**config.mk**
```make
export PLATFORM = sky130hd
export DESIGN_NAME = vote_tally_n
export DESIGN_NICKNAME = d
export VERILOG_FILES = /design/src/rtl/vote_tally_n.sv
export SDC_FILE = /design/constraint.sdc
export NUM_CORES = 1
export LEC_CHECK = 0
export CORE_MARGIN = 4
export CORE_UTILIZATION = 45
export CTS_CLUSTER_DIAMETER = 80
export DETAILED_ROUTE_END_ITERATION = 10
export DONT_BUFFER_PORTS = 1
export PLACE_DENSITY_LB_ADDON = 0.05
export SKIP_CTS_REPAIR_TIMING = 1
export SLEW_MARGIN = 20
export SYNTH_ARGS = -nofsm -noshare
export SYNTH_HDL_FRONTEND = slang
export SYNTH_SLANG_ARGS = --single-unit
```
**constraint.sdc**
```tcl
create_clock -name clk -period 3.6 [get_ports clk]
set_clock_uncertainty 0.1 [all_clocks]
set_input_delay 0.18 -clock clk [delete_from_list [all_inputs] [get_ports clk]]
set_output_delay 0.18 -clock clk [all_outputs]
set_load 0.1 [all_outputs]
```
**src/rtl/vote_tally_n.sv**
```systemverilog
// N-candidate vote tally: saturating per-candidate counters, invalid-attempt count and a
// one-candidate-per-cycle winner search on close. Define VOTE_TIE_DETECT_EN to drive tie.
module vote_tally_n #(
  parameter  int NCAND = 4,
  parameter  int CW    = 8,
  localparam int IW    = $clog2(NCAND),
  localparam int TW    = CW + IW
) (
  input  logic             clk,
  input  logic             rst,
  input  logic [NCAND-1:0] voter,
  input  logic             confirm,
  input  logic [1:0]       mode,
  input  logic [IW-1:0]    rd_sel,
  output logic [CW-1:0]    rd_count,
  output logic [TW-1:0]    total,
  output logic [CW-1:0]    invalid_cnt,
  output logic             accepted,
  output logic             overflow,
  output logic             busy,
  output logic             winner_valid,
  output logic [NCAND-1:0] winner,
  output logic [IW-1:0]    winner_idx,
  output logic             tie
);
  localparam logic [1:0]  MODE_VOTE  = 2'b00;
  localparam logic [1:0]  MODE_CLOSE = 2'b01;
  localparam logic [1:0]  MODE_CLEAR = 2'b10;
  localparam logic [IW:0] SCAN_END   = (IW+1)'(NCAND);

  typedef enum logic [1:0] {S_VOTE, S_TALLY, S_DONE} state_t;

  state_t            state_reg, state_next;
  logic [CW-1:0]     cnt_reg [NCAND];
  logic [TW-1:0]     total_reg;
  logic [CW-1:0]     invalid_reg;
  logic              confirm_d_reg;
  logic              accepted_reg;
  logic              overflow_reg;
  logic [IW:0]       scan_reg;
  logic [IW-1:0]     best_idx_reg;
  logic [CW-1:0]     best_val_reg;
  logic [NCAND-1:0]  winner_reg;
  logic [IW-1:0]     winner_idx_reg;
`ifdef VOTE_TIE_DETECT_EN
  logic              tie_r_reg;
  logic              tie_out_reg;
`endif

  logic              rise;
  logic              is_onehot;
  logic [IW-1:0]     vote_idx;
  logic [CW-1:0]     sel_cnt;
  logic [CW-1:0]     scan_cnt;

  assign rise      = confirm & ~confirm_d_reg;
  assign is_onehot = (voter != '0) && ((voter & (voter - 1'b1)) == '0);
  assign sel_cnt   = cnt_reg[vote_idx];
  assign scan_cnt  = cnt_reg[scan_reg[IW-1:0]];

  always_comb begin
    vote_idx = '0;
    for (int i = 0; i < NCAND; i++) begin
      if (voter[i]) vote_idx = i[IW-1:0];
    end
  end

  always_ff @(posedge clk or posedge rst) begin
    if (rst) state_reg <= S_VOTE;
    else     state_reg <= state_next;
  end

  always_comb begin
    state_next = state_reg;
    if (mode == MODE_CLEAR) begin
      state_next = S_VOTE;
    end else begin
      case (state_reg)
        S_VOTE:  if (mode == MODE_CLOSE) state_next = S_TALLY;
        S_TALLY: if (scan_reg == SCAN_END) state_next = S_DONE;
        S_DONE:  if (mode == MODE_VOTE) state_next = S_VOTE;
        default: state_next = S_VOTE;
      endcase
    end
  end

  always_ff @(posedge clk or posedge rst) begin
    if (rst) begin
      for (int i = 0; i < NCAND; i++) cnt_reg[i] <= '0;
      total_reg      <= '0;
      invalid_reg    <= '0;
      confirm_d_reg  <= 1'b0;
      accepted_reg   <= 1'b0;
      overflow_reg   <= 1'b0;
      scan_reg       <= '0;
      best_idx_reg   <= '0;
      best_val_reg   <= '0;
      winner_reg     <= '0;
      winner_idx_reg <= '0;
`ifdef VOTE_TIE_DETECT_EN
      tie_r_reg      <= 1'b0;
      tie_out_reg    <= 1'b0;
`endif
    end else begin
      confirm_d_reg <= confirm;
      accepted_reg  <= 1'b0;
      if (mode == MODE_CLEAR) begin
        for (int i = 0; i < NCAND; i++) cnt_reg[i] <= '0;
        total_reg      <= '0;
        invalid_reg    <= '0;
        overflow_reg   <= 1'b0;
        winner_reg     <= '0;
        winner_idx_reg <= '0;
`ifdef VOTE_TIE_DETECT_EN
        tie_out_reg    <= 1'b0;
`endif
      end else begin
        case (state_reg)
          S_VOTE: begin
            if (mode == MODE_VOTE && rise) begin
              if (is_onehot && sel_cnt != '1) begin
                cnt_reg[vote_idx] <= sel_cnt + 1'b1;
                total_reg         <= total_reg + 1'b1;
                accepted_reg      <= 1'b1;
              end else begin
                // A vote for a saturated candidate is rejected like a malformed one.
                if (is_onehot) overflow_reg <= 1'b1;
                if (invalid_reg != '1) invalid_reg <= invalid_reg + 1'b1;
              end
            end else if (mode == MODE_CLOSE) begin
              best_idx_reg <= '0;
              best_val_reg <= cnt_reg[0];
              scan_reg     <= (IW+1)'(1);
`ifdef VOTE_TIE_DETECT_EN
              tie_r_reg    <= 1'b0;
`endif
            end
          end
          S_TALLY: begin
            if (scan_reg == SCAN_END) begin
              if (best_val_reg == '0) begin
                winner_reg     <= '0;
                winner_idx_reg <= '0;
`ifdef VOTE_TIE_DETECT_EN
                tie_out_reg    <= 1'b0;
`endif
              end else begin
                winner_reg     <= {{(NCAND-1){1'b0}}, 1'b1} << best_idx_reg;
                winner_idx_reg <= best_idx_reg;
`ifdef VOTE_TIE_DETECT_EN
                tie_out_reg    <= tie_r_reg;
`endif
              end
            end else begin
              // Strict greater-than keeps the lowest index on equal counts.
              if (scan_cnt > best_val_reg) begin
                best_val_reg <= scan_cnt;
                best_idx_reg <= scan_reg[IW-1:0];
`ifdef VOTE_TIE_DETECT_EN
                tie_r_reg    <= 1'b0;
              end else if (scan_cnt == best_val_reg && scan_cnt != '0) begin
                tie_r_reg    <= 1'b1;
`endif
              end
              scan_reg <= scan_reg + 1'b1;
            end
          end
          S_DONE: begin
            if (mode == MODE_VOTE) begin
              winner_reg     <= '0;
              winner_idx_reg <= '0;
`ifdef VOTE_TIE_DETECT_EN
              tie_out_reg    <= 1'b0;
`endif
            end
          end
          default: ;
        endcase
      end
    end
  end

  assign rd_count     = ({1'b0, rd_sel} < SCAN_END) ? cnt_reg[rd_sel] : '0;
  assign total        = total_reg;
  assign invalid_cnt  = invalid_reg;
  assign accepted     = accepted_reg;
  assign overflow     = overflow_reg;
  assign busy         = (state_reg == S_TALLY);
  assign winner_valid = (state_reg == S_DONE);
  assign winner       = winner_reg;
  assign winner_idx   = winner_idx_reg;
`ifdef VOTE_TIE_DETECT_EN
  assign tie          = tie_out_reg;
`else
  assign tie          = 1'b0;
`endif

endmodule

```
==> run summary <==
die outline area: 12000 um^2
Internal: 1.45 mW
Residual DRC: 0
Yosys cell types: 64
post-synthesis mux area share: 16.4%
MaxCap Viol Count: 0
net count after synthesis: 491
pre-CTS WS: 0.453 ns
worst setup path start: cnt_reg[25]
R2R Path Start: cnt_reg[25]
share of total power in sequential cells: 41.8%
#FFs+latches synth: 74
clk root buf: clkbuf_8
status: finished, final reports clean
Slew @ Worst Pin: 0.996 ns
DRT antenna net count: 0
Die Width: 109 um
DR WL/cell: 19.5 um
core area: 9860 um^2
ANT cells: 0
Finish-stage setup viols: 0
GR Overflow Total: 0
GRT Resource Usage Total: 21.4%
final wirelength: 11900 um
critical path, cell by cell: mux2i_1, o21ai_0, mux2_2, ha_1, or3b_2, o211ai_1, a41oi_1, nor4_2, nand3_1, mux2_1
vias: 3625
ys async rst share: 100%
# rows: 36
RSZ-0062 raised after global routing: no
CP max stage cell: dfrtp_1
Vias/cell: 5.92
GPL Wtd Cong: 0.819
HP Start: voter[3]
total net switching power: 798 uW
clk_lat worst skew: 0.35 ns
Final nets: 504
worst setup margin: 0.426 ns
commonest cells after routing, fill and taps aside: dfrtp_1, nor2_1, mux2i_1
die height: 109 um
initial drt markers: 273
post-synthesis cell area: 4620 um^2
Worst EP arrival: 3.31 ns
Compound-Gate Fraction of Synth Area: 15.6%
sequential share of the synthesized area: 40.1%
TritonCTS clock tree: done
initial core utilization: 46.8%
Synth Area in Simple Gates: 15.1%
crit end category: register
critical path peak fanout: 5
XOR/XNOR share of the synthesized area: 2.27%
adder-cell share of the synthesized area: 5.14%
H-tree depth: 3
Max Clock Freq: 315 MHz
Worst Path Required: 3.73 ns
worst-case vdd ir drop: 211 uV
most common library cell in the layout ignoring fill and taps: dfrtp_1
Worst Path Class, Setup: register to register
combinational share of power: 28.5%
LEAKAGE: 2.15 nW
first-pass GRT wire length: 19600 um
synthesis warning total: 0
PortBufs: 0
CTS max path bufs: 2
Total Power: 2.25 mW
EDFF count, synth: 0
Area Growth Syn to Fin: 9.96%
router iterations before antenna repair: 7
Sw Ratio: 35.5%
Final Cycle Share: 88.2%
setup TNS: 0 ns
CTS clock-pin slew for the worst setup and hold paths: 0.08 ns
Largest register FFs: 32
relative slew slack: 33.6%
io pins: 48
Num CTS Buffers: 9
Critical Path Start Type: register
largest net degree at the start of global routing: 52
CTS Sinks: 74
CP max stage delay: 0.45 ns
largest family of logic cells by synthesized area: multiplexers
Clk pwr share: 29.7%
ys flop type: dfrtp_1
post-layout util: 51.5%
Final min period: 3.17 ns
Hold WC Path Type: input pin to register
vias in the first global route: 3591
Final Max Tran Viols: 0
Mapped Avg Cell Area: 10.0 um^2
initial antenna violation count: 0
share of post-route cells with drive strength above 1: 15.4%
Fin. Hold Viols: 0
PD cells: 442 nW/um^2
synthesized instance count: 461
Final HPWL DP: 8430 um
worst max-delay path, delay by kind of cell, from the launching register on:
family	cells	cell delay, ns
compound gates	3	0.73
fa+ha+maj	1	0.21
flops	1	0.45
simple gates	3	0.94
mux	3	0.61
kinds of logic after synthesis:
family | count (synthesis)
flip-flops | 74
adder cells (fa/ha/maj) | 19
AND/OR/NAND/NOR | 135
multiplexers | 55
AO/OA/AOI/OAI | 107
XOR/XNOR | 12
buffers and inverters | 58
other | 1
routing by layer:
metal	global-route usage [%]	part of all wire, %	vias to the layer above
met5	0	0	-
met4	5.43	1.6	0
met3	5.40	6.0	15
met2	33.1	47	113
met1	30.2	45	1779
li1	-	-	1718
power by group through the flow:
stage / Clock, mW / Sequential [mW] / Combinational, mW
floorplan: 0 / 0.942 / 0.510
finish: 0.667 / 0.938 / 0.640
global placement: 0 / 0.954 / 0.635
global route: 0.731 / 0.947 / 0.692
detailed placement: 0 / 0.955 / 0.637
CTS: 0.694 / 0.939 / 0.640
through the flow:
stage | std cells | instance area [um^2] | hold WS (ns)
after detailed placement | 594 | 4860 | 0.112
after CTS | 610 | 5060 | -0.265
after global placement | 594 | 4860 | 0.112
after floorplan | 461 | 4620 | 0.111
after global routing | 612 | 5080 | 0.135
final | 612 | 5080 | 0.106
final timing paths:
check,endpoint,slack (ns),depth (start not counted)
max,invalid_cnt[4],0.43,10
min,cnt_reg[6],0.11,4
max reg2reg,invalid_cnt[4],0.43,10
min reg2reg,winner[0],0.40,1
max in group asynchronous,total[2],2.18,3
min in group asynchronous,best_val_reg[3],0.34,2
final cells by class:
cell class,count,area [um^2]
inverter,33,125
multi-input combinational,329,2530
clock buffer,10,138
timing repair buffer,27,208
clock inverter,6,65.1
tap,133,166
fill,898,4780
sequential,74,1850
Yosys cell counts (5+ instances only):
cell | count | area share (%)
ha_1 | 19 | 5.1
nor2_1 | 42 | 3.4
nor2b_1 | 8 | 1.1
dfrtp_1 | 74 | 40
nand3_1 | 10 | 1.1
o21ai_0 | 22 | 2.4
a21oi_1 | 29 | 3.1
nor3_1 | 5 | 0.54
a211oi_1 | 15 | 2.4
mux2i_1 | 34 | 7.4
nand2_1 | 27 | 2.2
buf_2 | 8 | 0.87
mux4_2 | 16 | 7.8
xnor2_1 | 8 | 1.5
nand4_1 | 8 | 1.1
inv_1 | 33 | 2.7
and3_1 | 5 | 0.68
clkbuf_1 | 13 | 1.1
Note: power is estimated with default switching activity, not from simulation.
